## src/rtl/seq_divider.sv

```systemverilog
// Multi-cycle radix-2 restoring divider, one quotient bit per clock.
// Define DIV_EARLY_ZERO_EN to skip the iteration phase when the divisor is zero.
module seq_divider #(
  parameter int unsigned WIDTH = 32
) (
  input  logic               clock,
  input  logic               clear,
  input  logic               start,
  input  logic               signed_op,
  input  logic [WIDTH-1:0]   dividend,
  input  logic [WIDTH-1:0]   divisor,
  output logic               busy,
  output logic               done,
  output logic               div_zero,
  output logic [2*WIDTH-1:0] z_result
);

  localparam int unsigned CntW = $clog2(WIDTH);

  typedef enum logic [2:0] {StIdle, StPrep, StIter, StFix, StDone} state_e;

  state_e               state_q, state_d;
  logic [WIDTH-1:0]     dd_q, dd_d;
  logic [WIDTH-1:0]     dv_q, dv_d;
  logic [WIDTH-1:0]     q_q, q_d;
  logic [WIDTH:0]       rem_q, rem_d;
  logic [CntW-1:0]      cnt_q, cnt_d;
  logic                 signed_q, signed_d;
  logic                 q_neg_q, q_neg_d;
  logic                 r_neg_q, r_neg_d;
  logic [2*WIDTH-1:0]   z_q, z_d;
  logic                 dz_q, dz_d;
  logic [WIDTH:0]       rem_sh;
  logic [WIDTH-1:0]     rem_lo;

  always_ff @(posedge clock or negedge clear) begin
    if (!clear) begin
      state_q  <= StIdle;
      dd_q     <= '0;
      dv_q     <= '0;
      q_q      <= '0;
      rem_q    <= '0;
      cnt_q    <= '0;
      signed_q <= 1'b0;
      q_neg_q  <= 1'b0;
      r_neg_q  <= 1'b0;
      z_q      <= '0;
      dz_q     <= 1'b0;
    end else begin
      state_q  <= state_d;
      dd_q     <= dd_d;
      dv_q     <= dv_d;
      q_q      <= q_d;
      rem_q    <= rem_d;
      cnt_q    <= cnt_d;
      signed_q <= signed_d;
      q_neg_q  <= q_neg_d;
      r_neg_q  <= r_neg_d;
      z_q      <= z_d;
      dz_q     <= dz_d;
    end
  end

  always_comb begin
    state_d  = state_q;
    dd_d     = dd_q;
    dv_d     = dv_q;
    q_d      = q_q;
    rem_d    = rem_q;
    cnt_d    = cnt_q;
    signed_d = signed_q;
    q_neg_d  = q_neg_q;
    r_neg_d  = r_neg_q;
    z_d      = z_q;
    dz_d     = dz_q;
    rem_sh   = {rem_q[WIDTH-1:0], q_q[WIDTH-1]};
    rem_lo   = rem_q[WIDTH-1:0];

    unique case (state_q)
      StIdle: begin
        if (start) begin
          dd_d     = dividend;
          dv_d     = divisor;
          signed_d = signed_op;
          state_d  = StPrep;
        end
      end
      StPrep: begin
        // dd_q keeps the original dividend for the divide-by-zero remainder
        q_d     = (signed_q && dd_q[WIDTH-1]) ? -dd_q : dd_q;
        dv_d    = (signed_q && dv_q[WIDTH-1]) ? -dv_q : dv_q;
        q_neg_d = signed_q & (dd_q[WIDTH-1] ^ dv_q[WIDTH-1]);
        r_neg_d = signed_q & dd_q[WIDTH-1];
        rem_d   = '0;
        cnt_d   = '0;
        state_d = StIter;
`ifdef DIV_EARLY_ZERO_EN
        if (dv_q == '0) state_d = StFix;
`else
`endif
      end
      StIter: begin
        if (rem_sh >= {1'b0, dv_q}) begin
          rem_d = rem_sh - {1'b0, dv_q};
          q_d   = {q_q[WIDTH-2:0], 1'b1};
        end else begin
          rem_d = rem_sh;
          q_d   = {q_q[WIDTH-2:0], 1'b0};
        end
        if (cnt_q == CntW'(WIDTH - 1)) begin
          state_d = StFix;
        end else begin
          cnt_d = cnt_q + 1'b1;
        end
      end
      StFix: begin
        if (dv_q == '0) begin
          z_d  = {dd_q, {WIDTH{1'b1}}};
          dz_d = 1'b1;
        end else begin
          z_d  = {(r_neg_q ? -rem_lo : rem_lo), (q_neg_q ? -q_q : q_q)};
          dz_d = 1'b0;
        end
        state_d = StDone;
      end
      StDone: state_d = StIdle;
      default: state_d = StIdle;
    endcase
  end

  assign busy     = (state_q != StIdle) && (state_q != StDone);
  assign done     = (state_q == StDone);
  assign div_zero = dz_q;
  assign z_result = z_q;

endmodule
```

## config.mk

```make
export PLATFORM = sky130hd
export DESIGN_NAME = seq_divider
export DESIGN_NICKNAME = d
export VERILOG_FILES = /design/src/rtl/seq_divider.sv
export SDC_FILE = /design/constraint.sdc
export NUM_CORES = 1
export LEC_CHECK = 0
export ABC_CLOCK_PERIOD_IN_PS = 8900
export CAP_MARGIN = 5
export CORE_MARGIN = 8
export CORE_UTILIZATION = 60
export CTS_BUF_LIST = sky130_fd_sc_hd__clkbuf_16
export DETAILED_ROUTE_END_ITERATION = 10
export PLACE_DENSITY = 0.84
export SYNTH_ARGS = -nofsm -noshare
export SYNTH_HDL_FRONTEND = slang
export SYNTH_SLANG_ARGS = --single-unit
```

## constraint.sdc

```tcl
create_clock -name clock -period 8.9 [get_ports clock]
set_input_delay 1.78 -clock clock [delete_from_list [all_inputs] [get_ports clock]]
set_output_delay 1.78 -clock clock [all_outputs]
set_load 0.05 [all_outputs]
```

# After elaboration in Yosys (flattened, before gate mapping)
# Index checks and enable logic that the tools add are counted.
totals:
  reg_bits: 204
op_classes:
  addsub: 6
  mux: 17
  order_cmp: 1
  bitwise_logic: 3
  n_eq_ne: 10
  n_reduce_logical: 12
ops:
  columns: ["op", "count"]
  rows:
  - ["$mux W32", 6]
  - ["$pmux W32 S2", 3]
  - ["$neg A32 Y32", 4]
  - ["$mux W64", 1]
  - ["$ge A33 B32 Y1", 1]
  - ["$logic_not A32 Y1", 1]
  - ["$sub A32 B32 Y32", 1]
  - ["$pmux W3 S4", 1]
  - ["$pmux W5 S2", 1]
  - ["$ne A2 B2 Y1 const B", 4]
  - ["$eq A3 B2 Y1 const B", 2]
  - ["$mux W3", 2]
  - ["$reduce_and A2 Y1", 3]
  - ["$add A5 B1 Y5 const B", 1]
  - ["$eq A5 B5 Y1 const B", 1]
  - ["$mux W5", 1]
  - ["$reduce_bool A2 Y1", 2]
  - ["$eq A3 B1 Y1 const B", 1]
  - ["$eq A3 B3 Y1 const B", 1]
  - ["$logic_and A1 B1 Y1", 3]
  - ["$logic_not A3 Y1", 1]
  - ["$ne A3 B3 Y1 const B", 1]
  - ["$reduce_and A3 Y1", 1]
  - ["$reduce_bool A3 Y1", 1]
  - ["3 further kinds", 5]

# Logic depth before layout (Yosys ltp)
logic_depth:
  word_depth: 3
  ltp_mapped: 14
  mapped_depth_nobuf: 13

# Worst setup path after synthesis
# OpenSTA, ideal clock, no wires.
synth_path:
  path_kind: "reg2out"
  from: "register state_q[1]"
  to: "output done"
  arrival_ns: 1.556
  t_required_ns: 7.120
  stages_incl_launch_ff: 3
  path_slack_ns: 5.564
  path_cell_list: "dfrtp_1 -> or2_2 -> nor2_1"
synth_via:
  elab_chain_cells: 1
synth_rtl:
  columns: ["item", "line_no", "rtl"]
  rows:
  - ["start: declaration", "22", "state_e state_q, state_d;"]
  - ["start signal: assignment", "38", "state_q <= StIdle;"]
  - ["start signal: assignment", "50", "state_q <= state_d;"]
  - ["$eq A3 B3 Y1", "132", "assign done = (state_q == StDone);"]
  - ["end: declaration", "13", "output logic done,"]
# Every way passes these cells.

# Worst setup path in the final report
# Same ends and word-level chain as after synthesis.

==> results.sh <==
export IMPL_endpoint="done"
export IMPL_die_w_um=161
export IMPL_r2r_start="rem_q[9]"
export IMPL_ir_worst_vdd_mv=0.190
export IMPL_syn_nets=1559
export IMPL_critPathMaxFanout=7
export IMPL_finalHoldViolCount=0
export IMPL_timing_worst_setup_path_type="flip-flop to output pin"
export IMPL_antenna_found_initial=0
export IMPL_synth_top_cells_by_count="204 x dfrtp_1, 168 x nand2_1, 120 x o21ai_1"
export IMPL_post_route_period_util_pct=45.0
export IMPL_placementRows=53
export IMPL_drc=0
export IMPL_cts_hold_buf=0
export IMPL_dr_pass1_iters=5
export IMPL_slew_viol_final=0
export IMPL_worstSetupStartpoint="state_q[1]"
export IMPL_cts_htree_levels=1
export IMPL_place_hpwl_mm=25.0
export IMPL_worst_pin_slew_ns=1.11
export IMPL_grt_ovfl_total=0
export IMPL_dieArea_mm2=0.0259
export IMPL_synth_top_cell_by_area="dfrtp_1"
export IMPL_start_util_pct=60.4
export IMPL_end_kind="output pin"
export IMPL_cts_buffers=23
export IMPL_ioPinCount=135
export IMPL_power_w=0.00583
export IMPL_ys_ff_latch=204
export IMPL_place_inst=1784
export IMPL_relSlewSlack_pct=25.7
export IMPL_powerDensity_mw_per_mm2=395
export IMPL_cts_tree="built"
export IMPL_ff2ff_setup_slack_ns=5.04
export IMPL_viasPerCell=6.33
export IMPL_clock_path_buffers=3
export IMPL_grt_pass1_vias=11200
export IMPL_fill_cells=1626
export IMPL_core_region_area_mm2=0.0208
export IMPL_fp_dieH_um=161
export IMPL_cts_repair_resized=0
export IMPL_synthFlopType="dfrtp_1"
export IMPL_grt_max_degree=135
export IMPL_post_cts_buffers=0
export IMPL_ys_warnings_count=0
export IMPL_netlist_top_cells_area="dfrtp_1 41%, xor2_1 5.2%, nand2_1 5.0%, o21ai_1 4.8%, a21oi_1 4.1%"
export IMPL_drive_gt1_share_pct=6.07
export IMPL_path_cells="or2_2 > nor2_1 > clkdlybuf4s50_1"
export IMPL_r2r_end="q_q[0]"
export IMPL_cpPeakStageDelay_ns=0.81
export IMPL_place_congestion=0.944
export IMPL_crit_arrival_ns=2.23
export IMPL_synth_top_area_share_pct=40.6
export IMPL_setup_viol=0
export IMPL_required_ns=7.12
export IMPL_finalSetupTns_ns=0
export IMPL_min_period_ns=4.01
export IMPL_synth_edf_count=0
export IMPL_run_status="complete, no violations"
export IMPL_reg2reg_depth=10
export IMPL_cts_root_buffer="clkbuf_16"
export IMPL_grt_pass1_wl_mm=57.4
export IMPL_maxCapViolCount=0
export IMPL_syn_area_mm2=0.0126
export IMPL_antenna_cells=0
export IMPL_io_buffers=134
export IMPL_hold_class="flip-flop to flip-flop"
export IMPL_fin_cells=1824
export IMPL_syn_to_final_growth_pct=17.2
export IMPL_async_reset_ff_share_pct=100
export IMPL_syn_avg_cell_area_um2=8.66
export IMPL_synth_seq_area_share_pct=40.6
export IMPL_final_setup_skew_ns=0.0149
export IMPL_routed_wl_mm=35.0
export IMPL_clock_latency_ns=0.51
export IMPL_dr_total_vias=11500
export IMPL_start_kind="flip-flop"
export IMPL_ant_nets=0
export IMPL_cp_slowest_cell="clkdlybuf4s50_1"
export IMPL_syn_inst=1452
export IMPL_cts_num_sinks=204
export IMPL_rsz0062_at_grt="no"
export IMPL_path_clk_slew_ns=0.06
export IMPL_hp_start="z_result[62]"
export IMPL_yosysUniqueCellTypes=67
export IMPL_drtIter0Drc=1015
export IMPL_fmax_mhz=249
export IMPL_track_usage_pct=26.6
export IMPL_p_leak_nw=6.42
export IMPL_wl_per_cell_um=19.2
export IMPL_synth_most_common_cell="dfrtp_1"
export IMPL_nNetsFinal=1641
-- how the worst min path moves through the flow --
stage	to	slack (ns)	cells past startpoint
finish	z_result[62]	0.48	2
global route	div_zero	0.50	2
CTS	div_zero	0.49	2
detailed placement	div_zero	0.47	2
global placement	z_result[62]	0.47	2
floorplan	state_q[0]	0.47	1
-- cells in the final DEF (no fill, tap or decap), types with 3 or more instances in the layout --
cell type / n
nor4_1: 10
dfrtp_1: 204
o21a_1: 3
a21o_1: 18
o22a_1: 18
nor2_1: 93
a22oi_1: 38
clkinv_1: 8
mux2i_1: 11
o21ai_0: 64
nand2_1: 168
clkdlybuf4s50_1: 133
o31ai_1: 16
a31oi_1: 20
nor3_1: 37
ha_1: 38
nand4_1: 12
a221o_1: 4
o21ai_1: 120
inv_1: 55
or4_1: 10
nand3_1: 30
clkbuf_16: 23
nand2b_1: 3
o41ai_1: 11
o211ai_1: 4
mux2_2: 31
buf_4: 12
or2_1: 3
a32oi_1: 13
o221ai_1: 3
a21oi_1: 103
nor2b_1: 7
or3_1: 18
xor2_1: 75
nand3b_1: 3
o22ai_1: 23
and2_1: 7
xnor2_1: 43
and3_1: 8
-- cell type report --
cell class                 count  area (um2)  area share (%)
timing repair buffer         146        1440            9.74
tap                          275         344            2.33
inverter                      51         191            1.30
clock buffer                  23         576            3.90
multi-input combinational   1108        6990            47.4
clock inverter                17         103           0.696
sequential                   204        5100            34.6
-- flip-flops by register name (all words and copies together) (netlist names) --
name      cells
cnt_q         5
z_result     64
q_q          32
q_neg_q       1
signed_q      1
dd_q         32
div_zero      1
rem_q        32
r_neg_q       1
dv_q         32
state_q       3
-- cell families after synthesis --
logic type               after synthesis  synth area share [%]
AO/OA/AOI/OAI                        483                  23.6
AND/OR/NAND/NOR                      426                  15.8
flip-flops                           204                  40.6
buffers and inverters                140                  4.20
XOR/XNOR                             118                  8.22
multiplexers                          42                  3.65
adder cells (fa/ha/maj)               39                  3.94
-- power breakdown --
| group | leakage [nW] | internal (W) | switching [W] | total (W) |
|---|---|---|---|---|
| registers | 2.55 | 0.00130 | 0.000476 | 0.00178 |
| logic | 3.52 | 0.00122 | 0.00196 | 0.00318 |
| clock network | 0.348 | 0.000495 | 0.000376 | 0.000871 |
-- metrics by stage --
stage          hold WS (ns)  instance area [um2]  worst slack, ns  util (%)
2_1_floorplan         0.475                12600             5.56         -
3_5_place_dp          0.472                14100             5.03      67.5
3_3_place_gp          0.468                14100             5.10      67.5
4_1_cts               0.485                14700             4.88      70.8
5_1_grt               0.500                14700             4.75      70.8
6_report              0.482                14700             4.89      70.8
-- routing by layer --
metal	vias up	track usage (%)	wire, um	part of all wire [%]
li1	5426	-	-	-
met1	5561	34.3	14300	41
met2	467	44.1	16700	48
met3	85	4.58	2740	7.8
met4	0	10.2	1280	3.6
met5	-	0	0	0
-- worst max-delay path: cells and delay by family, from the launching register on --
| family | cells | cell delay [ns] |
|---|---|---|
| AND/OR/NAND/NOR | 2 | 0.45 |
| flip-flops | 1 | 0.46 |
| buffers and inverters | 1 | 0.81 |
No activity file was read; power rests on OpenSTA's default activity.
